### config.mk
export PLATFORM = sky130hd
export DESIGN_NAME = spc700_smp_io
export DESIGN_NICKNAME = d
export VERILOG_FILES = /design/src/rtl/spc700_smp_io.sv
export SDC_FILE = /design/constraint.sdc
export NUM_CORES = 1
export LEC_CHECK = 0
export ABC_AREA = 1
export CAP_MARGIN = 20
export CORE_AREA = 4 4 212 214
export DETAILED_ROUTE_END_ITERATION = 8
export DIE_AREA = 0 0 216 218
export HOLD_SLACK_MARGIN = 0.08
export PLACE_DENSITY = 0.43
export SETUP_SLACK_MARGIN = 0.3
export SKIP_LAST_GASP = 1
export SYNTH_ARGS = -nofsm -noshare
export SYNTH_HDL_FRONTEND = slang
export SYNTH_SLANG_ARGS = --single-unit
### constraint.sdc
create_clock -name CLK -period 3.3 [get_ports CLK]
set_clock_uncertainty 0.2 [all_clocks]
set_input_delay 0.66 -clock CLK [delete_from_list [all_inputs] [get_ports CLK]]
set_output_delay 0.66 -clock CLK [all_outputs]
set_load 0.1 [all_outputs]
### src/rtl/spc700_smp_io.sv
// SMP bus glue behind the SPC700 core: steers each bus cycle to audio RAM, the IPL
// boot ROM overlay or the $00F0-$00FF I/O page, and implements timers, ports and DSP window.
module spc700_smp_io #(
    parameter int T01_PRESCALE = 8,
    parameter int T2_PRESCALE  = 1
) (
    input  logic        CLK,
    input  logic        RST_N,
    input  logic        CPU_EN,
    input  logic [15:0] CPU_A,
    input  logic [7:0]  CPU_DO,
    input  logic        CPU_WE_N,
    output logic [7:0]  CPU_DI,
    input  logic        TICK_64K,
    output logic [15:0] RAM_A,
    output logic [7:0]  RAM_DO,
    output logic        RAM_WE_N,
    input  logic [7:0]  RAM_DI,
    output logic [5:0]  IPL_A,
    input  logic [7:0]  IPL_D,
    output logic [6:0]  DSP_A,
    output logic [7:0]  DSP_DO,
    output logic        DSP_WE,
    input  logic [7:0]  DSP_DI,
    input  logic [1:0]  SNES_PA,
    input  logic [7:0]  SNES_DI,
    input  logic        SNES_WR,
    output logic [7:0]  SNES_DO
);

    logic       cpu_wr;
    logic       cpu_rd;
    logic       io_sel;
    logic       ipl_sel;
    logic       io_wr;
    logic [3:0] io_reg;

    logic       ipl_en_reg;
    logic [2:0] tmr_en_reg;
    logic [7:0] dspaddr_reg;
    logic [7:0] dsp_do_reg;
    logic       dsp_we_reg;
    logic [7:0] aux_reg [2];

    logic [7:0] cpu2snes [4];
    logic [7:0] snes2cpu [4];
    logic [3:0] tmr_out [3];

    assign cpu_wr  = CPU_EN & ~CPU_WE_N;
    assign cpu_rd  = CPU_EN & CPU_WE_N;
    assign io_sel  = (CPU_A[15:4] == 12'h00F);
    assign ipl_sel = (CPU_A[15:6] == 10'h3FF) & ipl_en_reg;
    assign io_reg  = CPU_A[3:0];
    assign io_wr   = cpu_wr & io_sel;

    assign RAM_A    = CPU_A;
    assign RAM_DO   = CPU_DO;
    assign RAM_WE_N = ~cpu_wr;
    assign IPL_A    = CPU_A[5:0];
    assign DSP_A    = dspaddr_reg[6:0];
    assign DSP_DO   = dsp_do_reg;
    assign DSP_WE   = dsp_we_reg;
    assign SNES_DO  = cpu2snes[SNES_PA];

    always_ff @(posedge CLK) begin
        if (!RST_N) begin
            ipl_en_reg  <= 1'b1;
            tmr_en_reg  <= 3'b000;
            dspaddr_reg <= 8'h00;
            dsp_do_reg  <= 8'h00;
            dsp_we_reg  <= 1'b0;
            aux_reg[0]  <= 8'h00;
            aux_reg[1]  <= 8'h00;
        end else begin
            dsp_we_reg <= io_wr && (io_reg == 4'h3);
            if (io_wr) begin
                case (io_reg)
                    4'h1: begin
                        ipl_en_reg <= CPU_DO[7];
                        tmr_en_reg <= CPU_DO[2:0];
                    end
                    4'h2: dspaddr_reg <= CPU_DO;
                    4'h3: dsp_do_reg  <= CPU_DO;
                    4'h8: aux_reg[0]  <= CPU_DO;
                    4'h9: aux_reg[1]  <= CPU_DO;
                    default: ;
                endcase
            end
        end
    end

    // Communication port latches; a SNES write beats a same-cycle $F1 clear.
    genvar gi;
    generate
        for (gi = 0; gi < 4; gi++) begin : g_port
            localparam logic [3:0] PORT_ADDR = 4'(4 + gi);
            logic clr;
            assign clr = io_wr && (io_reg == 4'h1) && (gi < 2 ? CPU_DO[4] : CPU_DO[5]);

            always_ff @(posedge CLK) begin
                if (!RST_N) begin
                    cpu2snes[gi] <= 8'h00;
                    snes2cpu[gi] <= 8'h00;
                end else begin
                    if (io_wr && (io_reg == PORT_ADDR))
                        cpu2snes[gi] <= CPU_DO;
                    if (SNES_WR && (SNES_PA == 2'(gi)))
                        snes2cpu[gi] <= SNES_DI;
                    else if (clr)
                        snes2cpu[gi] <= 8'h00;
                end
            end
        end
    endgenerate

    generate
        for (gi = 0; gi < 3; gi++) begin : g_timer
            localparam int         PS       = (gi == 2) ? T2_PRESCALE : T01_PRESCALE;
            localparam logic [3:0] TGT_ADDR = 4'(10 + gi);
            localparam logic [3:0] OUT_ADDR = 4'(13 + gi);

            logic [15:0] pre_reg;
            logic [7:0]  target_reg;
            logic [7:0]  stage_reg;
            logic [7:0]  stage_next;
            logic [3:0]  out_reg;
            logic        stage_tick;
            logic        en_rise;
            logic        rd_clr;
            logic        inc;

            assign stage_tick = TICK_64K && (pre_reg == 16'(PS - 1));
            assign en_rise    = io_wr && (io_reg == 4'h1) && CPU_DO[gi] && !tmr_en_reg[gi];
            assign rd_clr     = cpu_rd && io_sel && (io_reg == OUT_ADDR);

            // Target 0 needs no special case: the 8-bit increment wraps to 0 and matches.
            always_comb begin
                stage_next = stage_reg;
                inc        = 1'b0;
                if (tmr_en_reg[gi] && stage_tick) begin
                    stage_next = stage_reg + 8'd1;
                    if (stage_next == target_reg) begin
                        stage_next = 8'h00;
                        inc        = 1'b1;
                    end
                end
            end

            always_ff @(posedge CLK) begin
                if (!RST_N) begin
                    pre_reg    <= 16'h0000;
                    target_reg <= 8'h00;
                    stage_reg  <= 8'h00;
                    out_reg    <= 4'h0;
                end else begin
                    if (TICK_64K)
                        pre_reg <= stage_tick ? 16'h0000 : pre_reg + 16'd1;
                    if (io_wr && (io_reg == TGT_ADDR))
                        target_reg <= CPU_DO;
                    if (en_rise) begin
                        stage_reg <= 8'h00;
                        out_reg   <= 4'h0;
                    end else begin
                        stage_reg <= stage_next;
                        if (rd_clr)
                            out_reg <= inc ? 4'h1 : 4'h0;
                        else if (inc)
                            out_reg <= out_reg + 4'h1;
                    end
                end
            end

            assign tmr_out[gi] = out_reg;
        end
    endgenerate

    always_comb begin
        CPU_DI = RAM_DI;
        if (ipl_sel) begin
            CPU_DI = IPL_D;
        end else if (io_sel) begin
            case (io_reg)
                4'h0, 4'h1, 4'hA, 4'hB, 4'hC: CPU_DI = 8'h00;
                4'h2: CPU_DI = dspaddr_reg;
                4'h3: CPU_DI = DSP_DI;
                4'h4: CPU_DI = snes2cpu[0];
                4'h5: CPU_DI = snes2cpu[1];
                4'h6: CPU_DI = snes2cpu[2];
                4'h7: CPU_DI = snes2cpu[3];
                4'h8: CPU_DI = aux_reg[0];
                4'h9: CPU_DI = aux_reg[1];
                4'hD: CPU_DI = {4'h0, tmr_out[0]};
                4'hE: CPU_DI = {4'h0, tmr_out[1]};
                4'hF: CPU_DI = {4'h0, tmr_out[2]};
                default: CPU_DI = RAM_DI;
            endcase
        end
    end

endmodule

# Word-level counts from Yosys, hierarchy flattened
# Memory sizes are Yosys's and may differ from the RTL's.
# Cells that the tools add are included.
[classes]
addsub = 9
n_reduce_logical = 47
bitwise = 21
n_eq_ne = 25
n_mux = 85
[op_table]
columns = ["cell", "n"]
rows = [
  ["8-bit 2-to-1 mux", 19],
  ["8-bit case mux with 12 select lines", 1],
  ["1-bit 2-to-1 mux", 56],
  ["16-bit by 1-bit adder with 16-bit output, second input constant", 3],
  ["16-bit 2-to-1 mux", 3],
  ["16-bit by 3-bit equality test with 1-bit output, second input constant", 2],
  ["4-bit equality test, second input constant", 8],
  ["1-bit logical AND", 31],
  ["8-bit by 1-bit adder with 8-bit output, second input constant", 3],
  ["8-bit equality test", 3],
  ["4-bit 2-to-1 mux", 6],
  ["4-bit by 3-bit equality test with 1-bit output, second input constant", 4],
  ["16-bit logical NOT", 1],
  ["1-bit OR", 14],
  ["4-bit by 1-bit adder with 4-bit output, second input constant", 3],
  ["12-bit by 4-bit equality test with 1-bit output, second input constant", 1],
  ["10-bit equality test, second input constant", 1],
  ["4-bit by 2-bit equality test with 1-bit output, second input constant", 2],
  ["2-bit AND reduction", 3],
  ["2-bit nonzero test", 3],
  ["2-bit OR reduction", 3],
  ["5-bit OR reduction", 1],
  ["1-bit AND", 4],
  ["2-bit equality test, second input constant", 2],
  ["other kinds (6)", 10],
]
[totals]
in_bits = 64
output_inout_bits = 63
register_bits = 129
n_memories = 3
ramBits = 80
elab_cells = 207
[memory_table]
columns = ["name", "words", "width", "rd", "rd_ports_with_merged_regs", "write_ports", "line_no", "source"]
rows = [
  ["cpu2snes", 4, 8, 1, 0, 4, "45", "logic [7:0] cpu2snes [4];"],
  ["snes2cpu", 4, 8, 4, 0, 4, "46", "logic [7:0] snes2cpu [4];"],
  ["aux_reg", 2, 8, 2, 0, 2, "43", "logic [7:0] aux_reg [2];"],
]

# Depth between registers and ports, before layout
[depth]
ltp_word = 10
depth_mapped = 14
depth_no_buf = 14

# Least setup slack after synthesis
# Ideal clock, no wire load.
[synth_path]
path_type = "input -> output"
from = "input CPU_A[1]"
to = "output CPU_DI[4]"
t_required_ns = 2.440
path_slack_ns = -0.603
path_buffers = 0
t_arrival_ns = 3.043
cell_stages = 7
cell_sequence = "nor2_1 > inv_2 > nor2_2 > nor2_1 > a31oi_4 > o21ai_0 > a21oi_1"
[synth_between]
elab_chain_len = 5
word_cells_on_any_way = 20
classes_between = "eq/ne (15); mux (3); reduce/logical (2)"
[synth_lines]
columns = ["element", "line_no", "source"]
rows = [
  ["start, declared", "10", "input logic [15:0] CPU_A,"],
  ["4-bit by 1-bit equality test with 1-bit output, or another cell as far along", "182", "case (io_reg)"],
  ["5-bit OR reduction", "182", ""],
  ["8-bit case mux with 12 select lines (*)", "182", ""],
  ["8-bit 2-to-1 mux (*)", "181", "end else if (io_sel) begin"],
  ["8-bit 2-to-1 mux (*)", "179", "if (ipl_sel) begin"],
  ["end, declared", "13", "output logic [7:0] CPU_DI,"],
]
# Mark *: on every way between the ends. The rest lies on a longest branch, timed or not.

# Final worst setup path
[layout_path]
from = "input CPU_A[2]"
to = "output CPU_DI[6]"
# Same word-level chain as after synthesis.

==> run_summary.xml <==
<?xml version="1.0" encoding="UTF-8"?>
<metrics>
  <group name="floorplan">
    <metric name="die_height" unit="um">218</metric>
    <metric name="pin_count" unit="">127</metric>
    <metric name="die_area" unit="mm2">0.04709</metric>
    <metric name="core.rowCount" unit="">76</metric>
    <metric name="floorplan.initialDensity" unit="">0.2489</metric>
    <metric name="floorplan.core_area" unit="mm2">0.04289</metric>
    <metric name="fp.dieW" unit="um">216</metric>
  </group>
  <group name="drt">
    <metric name="drt.antenna.violating_nets" unit="">0</metric>
    <metric name="drt_drc_violations_left" unit="">0</metric>
    <metric name="detail_route.wirelength" unit="mm">34.36</metric>
    <metric name="drtIter0Drc" unit="">616</metric>
    <metric name="post_dr_wirelength_cell" unit="um">15.36</metric>
    <metric name="viasPerCell" unit="">4.393</metric>
    <metric name="via_count" unit="">9827</metric>
    <metric name="initial_drt_pass_iterations" unit="">5</metric>
  </group>
  <group name="worst_setup_path">
    <metric name="cp.depth" unit="">11</metric>
    <metric name="crit_required" unit="ps">2440</metric>
    <metric name="crit_arrival" unit="ps">2100</metric>
    <metric name="critical_path.most_common_cell" unit="">sky130_fd_sc_hd__buf_4</metric>
    <metric name="critical_path_class" unit="">in -&gt; out</metric>
    <metric name="critPathMaxFanout" unit="">5</metric>
    <metric name="setup.worst_path.end" unit="">CPU_DI[6]</metric>
    <metric name="endpoint_of_the_worst_register_to_register_path" unit="">g_timer[0].out_reg[2]</metric>
    <metric name="setup.worst_path.start" unit="">CPU_A[2]</metric>
    <metric name="worstPathBufferInverterCount" unit="">5</metric>
    <metric name="worst_r2r_src" unit="">g_timer[0].pre_reg[0]</metric>
    <metric name="crit_family" unit="">buffers and inverters</metric>
    <metric name="critical_path.endpoint_type" unit="">output pin</metric>
    <metric name="slowest_cell_delay_on_critical_path" unit="ps">280</metric>
    <metric name="reg2regPathDepth" unit="">11</metric>
    <metric name="worstSetupStartpointType" unit="">input pin</metric>
    <metric name="reg2reg_setup_slack" unit="ps">1050</metric>
    <metric name="cell_chain_of_the_critical_path" unit="">buf_6 -&gt; inv_4 -&gt; buf_4 -&gt; nand2_2 -&gt; nor2_2 -&gt; a21oi_2 -&gt; a31oi_4 -&gt; o21ai_1 -&gt; buf_4 -&gt; a21oi_4 -&gt; buf_12</metric>
    <metric name="crit_path_max_delay_cell_type" unit="">sky130_fd_sc_hd__a31oi_4</metric>
  </group>
  <group name="clock_tree">
    <metric name="cts_buffer_depth" unit="">3</metric>
    <metric name="clkTransAtPathRegs" unit="ps">50</metric>
    <metric name="worst_skew_pair.late_latency" unit="ps">530</metric>
    <metric name="cts_sinks" unit="">209</metric>
    <metric name="clock_tree.htree_level_count" unit="">1</metric>
    <metric name="cts-buffers-inserted" unit="">25</metric>
    <metric name="cts.root.buffer_cell" unit="">sky130_fd_sc_hd__clkbuf_16</metric>
    <metric name="cts_tree" unit="">yes</metric>
  </group>
  <group name="sta">
    <metric name="final.min_clock_period" unit="ps">2964</metric>
    <metric name="worst_slew_margin_rel" unit="">0.5958</metric>
    <metric name="final.hold.worst_slack" unit="ps">242.1</metric>
    <metric name="worst_pin_slew" unit="ps">604.4</metric>
    <metric name="slew_viol_final" unit="">0</metric>
    <metric name="report.final.setup_viol" unit="">0</metric>
    <metric name="layout_setup_ws" unit="ps">336.0</metric>
    <metric name="max_clock_freq" unit="MHz">337.4</metric>
    <metric name="finalHoldViolations" unit="">0</metric>
    <metric name="finalCritPeriodShare" unit="">0.8982</metric>
    <metric name="grt_setup_unrepaired" unit="">yes</metric>
  </group>
  <group name="yosys">
    <metric name="ys_top_cells_by_area" unit="">sky130_fd_sc_hd__dfxtp_1 24%, sky130_fd_sc_hd__edfxtp_1 23%, sky130_fd_sc_hd__nand2_1 10%, sky130_fd_sc_hd__nor2_1 8.9%, sky130_fd_sc_hd__inv_1 6.8%</metric>
    <metric name="synth-main-ff-cell" unit="">sky130_fd_sc_hd__dfxtp_1</metric>
    <metric name="syn-instance-count" unit="">1421</metric>
    <metric name="synthesis.nets" unit="">1495</metric>
    <metric name="ys.warnings.count" unit="">0</metric>
    <metric name="synth.yosys.seq_area_share" unit="">0.4669</metric>
    <metric name="synth-edff-count" unit="">80</metric>
    <metric name="synth_top_area_share" unit="">0.2419</metric>
    <metric name="synth-seq-cells" unit="">209</metric>
    <metric name="post-synth-top-count-cell" unit="">sky130_fd_sc_hd__nand2_1</metric>
    <metric name="post_synth_instance_area" unit="mm2">0.01068</metric>
    <metric name="syn_avg_cell_area" unit="um2">7.513</metric>
    <metric name="synth_cell_types" unit="">50</metric>
    <metric name="post_synth_most_frequent_cells" unit="">292 x sky130_fd_sc_hd__nand2_1, 252 x sky130_fd_sc_hd__nor2_1, 192 x sky130_fd_sc_hd__inv_1</metric>
    <metric name="asyncSetResetFlopFracSynth" unit="">0</metric>
    <metric name="netlist.top_cell.by_area" unit="">sky130_fd_sc_hd__dfxtp_1</metric>
  </group>
  <group name="finish">
    <metric name="final_net_count" unit="">1708</metric>
    <metric name="final.fill_count" unit="">4513</metric>
    <metric name="synthToLayoutAreaGrowth" unit="%">35.61</metric>
    <metric name="largest_reg_flops" unit="">48</metric>
    <metric name="num_antenna_cells" unit="">0</metric>
    <metric name="drive_above_1_share" unit="">0.1973</metric>
  </group>
  <group name="grt">
    <metric name="grt.overflow.total" unit="">0</metric>
    <metric name="antenna_found_initial" unit="">0</metric>
    <metric name="grt_pass1_wl" unit="mm">54.34</metric>
    <metric name="first_global_vias" unit="">9824</metric>
    <metric name="global_route.usage.total" unit="">0.1437</metric>
    <metric name="grt_start_max_net_pins" unit="">28</metric>
  </group>
  <group name="place">
    <metric name="final_weighted_congestion_in_routability_driven_placement" unit="">0.8873</metric>
    <metric name="buffer_ports.inserted" unit="">126</metric>
    <metric name="place_ws" unit="ps">-340.0</metric>
    <metric name="dpl.hpwl" unit="mm">26.32</metric>
  </group>
  <group name="outcome">
    <metric name="status" unit="">finished clean</metric>
  </group>
  <group name="power">
    <metric name="worst_ir_drop_vdd" unit="uV">207.4</metric>
    <metric name="power_per_cell_area" unit="mW/mm2">441.9</metric>
    <metric name="leakage" unit="nW">5.889</metric>
    <metric name="totalPowerFinal" unit="mW">6.398</metric>
  </group>
  <group name="hold_path">
    <metric name="hold_path_class" unit="">reg -&gt; reg</metric>
  </group>
  <group name="flow_run">
    <metric name="cap_viol_max_count" unit="">0</metric>
  </group>
</metrics>
==> cell usage in the layout (no fill, tap or decap), types with 4 or more instances in the layout <==
master / instances
sky130_fd_sc_hd__nor3_1: 23
sky130_fd_sc_hd__clkdlybuf4s50_1: 46
sky130_fd_sc_hd__o21ai_0: 56
sky130_fd_sc_hd__xor2_1: 7
sky130_fd_sc_hd__nand2_1: 277
sky130_fd_sc_hd__ha_1: 10
sky130_fd_sc_hd__clkbuf_8: 4
sky130_fd_sc_hd__nand3_1: 90
sky130_fd_sc_hd__nor2_2: 15
sky130_fd_sc_hd__o2bb2ai_1: 4
sky130_fd_sc_hd__clkbuf_16: 25
sky130_fd_sc_hd__a221oi_1: 4
sky130_fd_sc_hd__nand3_2: 4
sky130_fd_sc_hd__nor2_1: 243
sky130_fd_sc_hd__clkinv_1: 6
sky130_fd_sc_hd__inv_1: 176
sky130_fd_sc_hd__a211oi_1: 24
sky130_fd_sc_hd__inv_2: 17
sky130_fd_sc_hd__a22oi_1: 14
sky130_fd_sc_hd__a31oi_1: 4
sky130_fd_sc_hd__buf_4: 144
sky130_fd_sc_hd__buf_6: 8
sky130_fd_sc_hd__o21ai_1: 6
sky130_fd_sc_hd__dfxtp_1: 129
sky130_fd_sc_hd__nand2_2: 17
sky130_fd_sc_hd__a21oi_4: 8
sky130_fd_sc_hd__a21oi_1: 59
sky130_fd_sc_hd__nand3b_1: 5
sky130_fd_sc_hd__buf_12: 31
sky130_fd_sc_hd__buf_2: 10
sky130_fd_sc_hd__nand4_1: 30
sky130_fd_sc_hd__nor2_4: 10
sky130_fd_sc_hd__clkinv_2: 4
sky130_fd_sc_hd__nand2_4: 5
sky130_fd_sc_hd__edfxtp_1: 80
==> worst min-delay path by stage <==
| stage | start | to | slack [ps] | cells after the start |
|---|---|---|---|---|
| 2_1_floorplan | dspaddr_reg[7] | dspaddr_reg[7] | 230 | 2 |
| 3_3_place_gp | DSP_DO[3] | DSP_DO[3] | 240 | 2 |
| 3_5_place_dp | DSP_DO[7] | DSP_DO[7] | 240 | 2 |
| 4_1_cts | DSP_DO[4] | DSP_DO[4] | 250 | 2 |
| 5_1_grt | DSP_DO[6] | DSP_DO[6] | 270 | 2 |
| 6_report | DSP_DO[4] | DSP_DO[4] | 240 | 2 |
==> repair_timing <==
action                                 4_1_cts  5_1_grt
pin swaps                                   19       16
buffers inserted                            24        4
endpoints found under the hold margin        0        0
setup endpoints to repair                    8       55
cloned                                       0        0
hold buffers                                 0        0
gates resized for setup                    116       31
==> area by class of cell <==
| cell class | instances | area, um2 | share of cell area |
|---|---|---|---|
| inverter | 198 | 754.5 | 0.05211 |
| timing repair buffer | 242 | 2322 | 0.1604 |
| multi-input combinational | 958 | 4851 | 0.3350 |
| tap | 585 | 732.0 | 0.05055 |
| clock buffer | 32 | 691.9 | 0.04779 |
| clock inverter | 13 | 142.6 | 0.009851 |
| sequential | 209 | 4985 | 0.3443 |
==> routing by layer <==
metal	vias to the layer above	GRT usage	wire length (um)
met5	-	0	0
met4	0	0.03030	513
met3	35	0.01700	1315
met2	160	0.2413	15780
met1	4543	0.2001	16750
li1	5089	-	-
==> report_power, final <==
| group | leakage [nW] | switching [mW] | total, mW | internal [mW] |
|---|---|---|---|---|
| clock network | 0.401 | 1.10 | 2.81 | 1.71 |
| logic | 3.68 | 0.533 | 0.812 | 0.279 |
| registers | 1.81 | 0.0363 | 2.78 | 2.74 |
==> through the flow <==
stage            util  area, um2  TNS, ps  cells
3_3_place_gp   0.3098      13290    -1886   2164
2_1_floorplan       -      10770        0   1421
5_1_grt        0.3376      14480        0   2237
6_report       0.3376      14480        0   2237
4_1_cts        0.3363      14420        0   2233
3_5_place_dp   0.3098      13290    -1926   2164
==> worst min-delay path: cells and delay by family, from the launching register on <==
family / cells / cell delay [ps]
flip-flops: 1 / 310
AO/OA/AOI/OAI: 1 / 50
buffers and inverters: 1 / 40
==> cells by family after synthesis <==
| logic type | count (synthesis) | share of synthesized area |
|---|---|---|
| compound gates | 207 | 0.1185 |
| xor+xnor | 9 | 0.007384 |
| fa+ha+maj | 10 | 0.01172 |
| buf+inv | 254 | 0.1034 |
| flops | 209 | 0.4669 |
| simple gates | 732 | 0.2922 |
Power figures use the tool's default switching activity.
==> edit 1, RTL diff (same settings) <==
Change the parameter `T01_PRESCALE` from 8 to 6.
--- a/src/rtl/spc700_smp_io.sv
+++ b/src/rtl/spc700_smp_io.sv
@@ -2,5 +2,5 @@
 // boot ROM overlay or the $00F0-$00FF I/O page, and implements timers, ports and DSP window.
 module spc700_smp_io #(
-    parameter int T01_PRESCALE = 8,
+    parameter int T01_PRESCALE = 6,
     parameter int T2_PRESCALE  = 1
 ) (
Formal check against the unedited RTL: no difference found for any inputs over 4 cycles, from zero or initial values and one cycle with RST_N low; that may be too few to reach the edited logic, so the function may still have changed.
==> edit 1 against the unedited design <==
- sequential cell count unchanged
- register-to-register slack improved by 0.07 ns
- setup slack improved by 0.0033 ns
- die area unchanged
- routed wire length decreased by 3.0%
- power decreased by 1.8%
- sequential power about the same
- combinational power increased by 3.7%
- worst hold slack improved by 0.035 ns
- synthesized area increased by 1.4%
- count of clock-buffer cells in the layout increased by 8
- fmax increased by 0.11%
- final area decreased by 0.17%
- critical endpoint is now CPU_DI[0]
==> edit 1: results (changes against the unedited design) <==
largest net degree at the start of global routing 25 (-11%); M3 GR Usage 2.09% (+0.39 points); run status complete, no violations; Cell Int Power 4620 uW (-2.2%); final-layout clock-cell area share 5.48% (-0.28 points); r2r startpoint g_timer[2].pre_reg[0]; WL per Instance 15.4 um (+0.15%); top cells by count, synth 292 x nand2_1, 216 x nor2_1, 166 x inv_1, 129 x dfxtp_1, 82 x nand3_1; crit path max fanout 4 (-1); Non-Clock Buffer Count 208 (-14%); Least-Margin Pin Slew 0.609 ns (+0.00446 ns); num sequential 209 (unchanged); Met2 Wirelength 15.7 mm (-0.63%); GR Layer Usage met2 23.3% (-0.88 points); global-route wire length before repair 51.5 mm (-5.1%); multiplexer share of the synthesized area 0.185% (+0.18 points); Syn Nets 1464 (-2.1%); Top Metal Used met5; DP Area 13400 sq um (+0.91%); HP Start g_timer[2].pre_reg[14]; minimum clock period after layout 2.96 ns (-0.00332 ns); Vias 9475 (-3.6%); Hold Crit Endpoint g_timer[2].pre_reg[14]; Hold Slack 0.277 ns (+0.0351 ns); R2R setup slack 1.12 ns (+0.07 ns); Detailed Place HPWL 25.5 mm (-3.0%); vias in the first global route 9101 (-7.4%); met1 wire length 15.9 mm (-5.3%); inverters 177 (-11%); slowest stage delay, CP 0.19 ns (-0.09 ns); slowest CP cell buf_12; Final nets 1640 (-4.0%)
## edit 1: cell count changes after synthesis, sizes merged, moves of 5 or more
cell and delta:
nand2 +7, o21ai +7, nand3b +5, nor2 -30
inv -24, nor3 -11, a21oi +16, a211oi -12
## edit 1: worst max-delay path by stage
stage | startpoint | endpoint | depth (start not counted)
after floorplan | CPU_A[3] | CPU_DI[5] | 9
after global placement | CPU_A[0] | CPU_DI[2] | 11
after detailed placement | CPU_A[0] | CPU_DI[1] | 11
after CTS | CPU_A[1] | CPU_DI[2] | 11
after global routing | CPU_A[9] | CPU_DI[5] | 10
final | CPU_A[2] | CPU_DI[0] | 12
## edit 1: what timing repair did
action | in CTS | in global routing
pin swaps | 21 | 16
endpoints found under the setup margin | 8 | 11
setup buffers | 4 | 4
gates resized for setup | 81 | 23
## edit 1: power groups by stage
stage	clock network, uW	logic, uW	registers, uW
after global routing	2850	889	2780
after CTS	2760	843	2770
final	2660	842	2770
after detailed placement	0	829	2830
after floorplan	0	470	2810
after global placement	0	832	2830
==> edit 2, RTL diff (same settings) <==
Made on the original files. Add an input register stage for `CPU_A`, without a reset; this delays it by one clock. The other inputs are not delayed to match.
--- a/src/rtl/spc700_smp_io.sv
+++ b/src/rtl/spc700_smp_io.sv
@@ -29,4 +29,10 @@
 );
 
+    logic [15:0] CPU_A_q;
+
+    always_ff @(posedge CLK) begin
+        CPU_A_q <= CPU_A;
+    end
+
     logic       cpu_wr;
     logic       cpu_rd;
@@ -49,13 +55,13 @@
     assign cpu_wr  = CPU_EN & ~CPU_WE_N;
     assign cpu_rd  = CPU_EN & CPU_WE_N;
-    assign io_sel  = (CPU_A[15:4] == 12'h00F);
-    assign ipl_sel = (CPU_A[15:6] == 10'h3FF) & ipl_en_reg;
-    assign io_reg  = CPU_A[3:0];
+    assign io_sel  = (CPU_A_q[15:4] == 12'h00F);
+    assign ipl_sel = (CPU_A_q[15:6] == 10'h3FF) & ipl_en_reg;
+    assign io_reg  = CPU_A_q[3:0];
     assign io_wr   = cpu_wr & io_sel;
 
-    assign RAM_A    = CPU_A;
+    assign RAM_A    = CPU_A_q;
     assign RAM_DO   = CPU_DO;
     assign RAM_WE_N = ~cpu_wr;
-    assign IPL_A    = CPU_A[5:0];
+    assign IPL_A    = CPU_A_q[5:0];
     assign DSP_A    = dspaddr_reg[6:0];
     assign DSP_DO   = dsp_do_reg;
Behaviour: not the same (a bounded check fails within 4 cycles, from zero or initial values and one cycle with RST_N low).
==> edit 2 against the unedited design <==
- power increased by 8.9%
- highest routed layer unchanged
- critical path type is now flip-flop to output port
- routed wire length increased by 1.3%
- synthesized cell count decreased by 0.14%
- final area increased by 2.3%
- sequential power increased by 6%
- worst hold slack improved by 0.039 ns
- register-to-register slack got worse by 0.12 ns
- sequential cell count increased by 16
- non-clock buffer count decreased by 59
- synthesized area increased by 4.2%
- setup slack got worse by 0.11 ns
- via count decreased by 0.10%
- largest cell class unchanged
- global-route usage increased by 0.064 points
==> edit 2: results (changes against the unedited design) <==
run status complete, no violations; initial detailed-routing violation count 521 (-15%); slowest CP cell dfxtp_4; largest net degree at the start of global routing 34 (+21%); Syn Nets 1493 (-0.13%); part of the power in registers 42.6% (-0.8 points); worst vdd ir 0.000321 V (+55%); global-route wire length before repair 54.5 mm (+0.24%); Least-Margin Pin Slew 0.554 ns (-0.0507 ns); Hold Slack 0.281 ns (+0.0392 ns); Switching Fraction 25.8% (-0.28 points); R2R setup slack 0.93 ns (-0.12 ns); top cells by count, synth 305 x nand2_1, 220 x nor2_1, 172 x inv_1, 145 x dfxtp_1, 86 x nand3_1; r2r startpoint RAM_A[6]; Reg-to-Reg End dspaddr_reg[4]; post-synthesis sequential area ratio 47.7% (+1.0 points); origin of the worst setup path RAM_A[3]; Final nets 1666 (-2.5%); minimum clock period after layout 3.07 ns (+0.106 ns); Num CTS Buffers 28 (+12%); WL per Instance 15.8 um (+3.1%); vias in the first global route 9679 (-1.5%); HP Start g_timer[1].target_reg[0]; P_leak 0.00600 uW (+1.8%); Hold Crit Endpoint g_timer[1].target_reg[0]; Detailed Place HPWL 26.3 mm (about the same); synth top area cells dfxtp_1 26%, edfxtp_1 22%, nand2_1 10%, nor2_1 7.4%, inv_1 5.8%; R2R depth 9 (-2); via-per-instance ratio 4.47 (+1.7%); Synth cell types 60 (+20%)
edit 2: changes by cell type after synthesis, sizes merged, moves of 5 or more:
cell and delta:
nor2 -23, nand2 +19, dfxtp +16, o21ai +15
a21oi +14, inv -13, a211oi -12, buf -11
nand4 -6, nand3b +5
edit 2: layer usage:
metal  global-route usage, %  share of wire, %  wire (um)  vias to the layer above
met2                    24.1                46      16000                      211
met5                       0                 0          0                        -
met1                    19.5                47      16300                     4557
met4                    3.35               1.8        616                        0
li1                        -                 -          -                     5012
met3                    2.61               5.4       1870                       37
edit 2: worst max-delay path, delay by kind of cell, from the launching register on:
| kind | cells | cell delay, ns |
|---|---|---|
| buffers and inverters | 4 | 0.51 |
| AND/OR/NAND/NOR | 2 | 0.25 |
| AO/OA/AOI/OAI | 4 | 0.53 |
| flip-flops | 1 | 0.38 |
edit 2: worst max path at each step:
stage / to
after floorplan: CPU_DI[0]
after global placement: CPU_DI[2]
after detailed placement: CPU_DI[2]
after CTS: CPU_DI[1]
after global routing: CPU_DI[0]
final: CPU_DI[6]
edit 2: cell families (layout without fill, tap and decap cells):
kind of cell             Yosys count  after routing  synth area share [%]
flip-flops                       225            225                  47.7
AND/OR/NAND/NOR                  731            731                  29.9
buffers and inverters            227            421                  8.82
AO/OA/AOI/OAI                    215            215                  11.5
adder cells (fa/ha/maj)           10             10                  1.12
XOR/XNOR                          11             11                 0.866
edit 2: metrics by stage:
stage          std cells  area, sq um
3_3_place_gp        2122        13400
2_1_floorplan       1419        11200
3_5_place_dp        2122        13400
6_report            2198        14800
5_1_grt             2198        14800
4_1_cts             2188        14600
edit 2: area by class of cell:
class / count / area [sq um]
tap: 585 / 732
clock buffer: 34 / 744
inverter: 186 / 737
timing repair buffer: 183 / 1880
sequential: 225 / 5340
clock inverter: 17 / 226
multi-input combinational: 967 / 5150
timing repair inverter: 1 / 5.00
fill: 4518 / 28100
edit 2: power groups by stage:
stage          clock (uW)  sequential, uW  combinational (uW)
2_1_floorplan           0            3090                 332
3_3_place_gp            0            3020                 695
3_5_place_dp            0            3020                 695
4_1_cts              3360            2960                 729
5_1_grt              3460            2970                 772
6_report             3270            2960                 733
edit 2: timing repair:
action / CTS / global route
pin swaps: 9 / 17
buffers inserted: 14 / 10
gates resized for setup: 60 / 29
gates cloned: 1 / 0
hold buffers: 0 / 0
endpoints found under the setup margin: 8 / 9
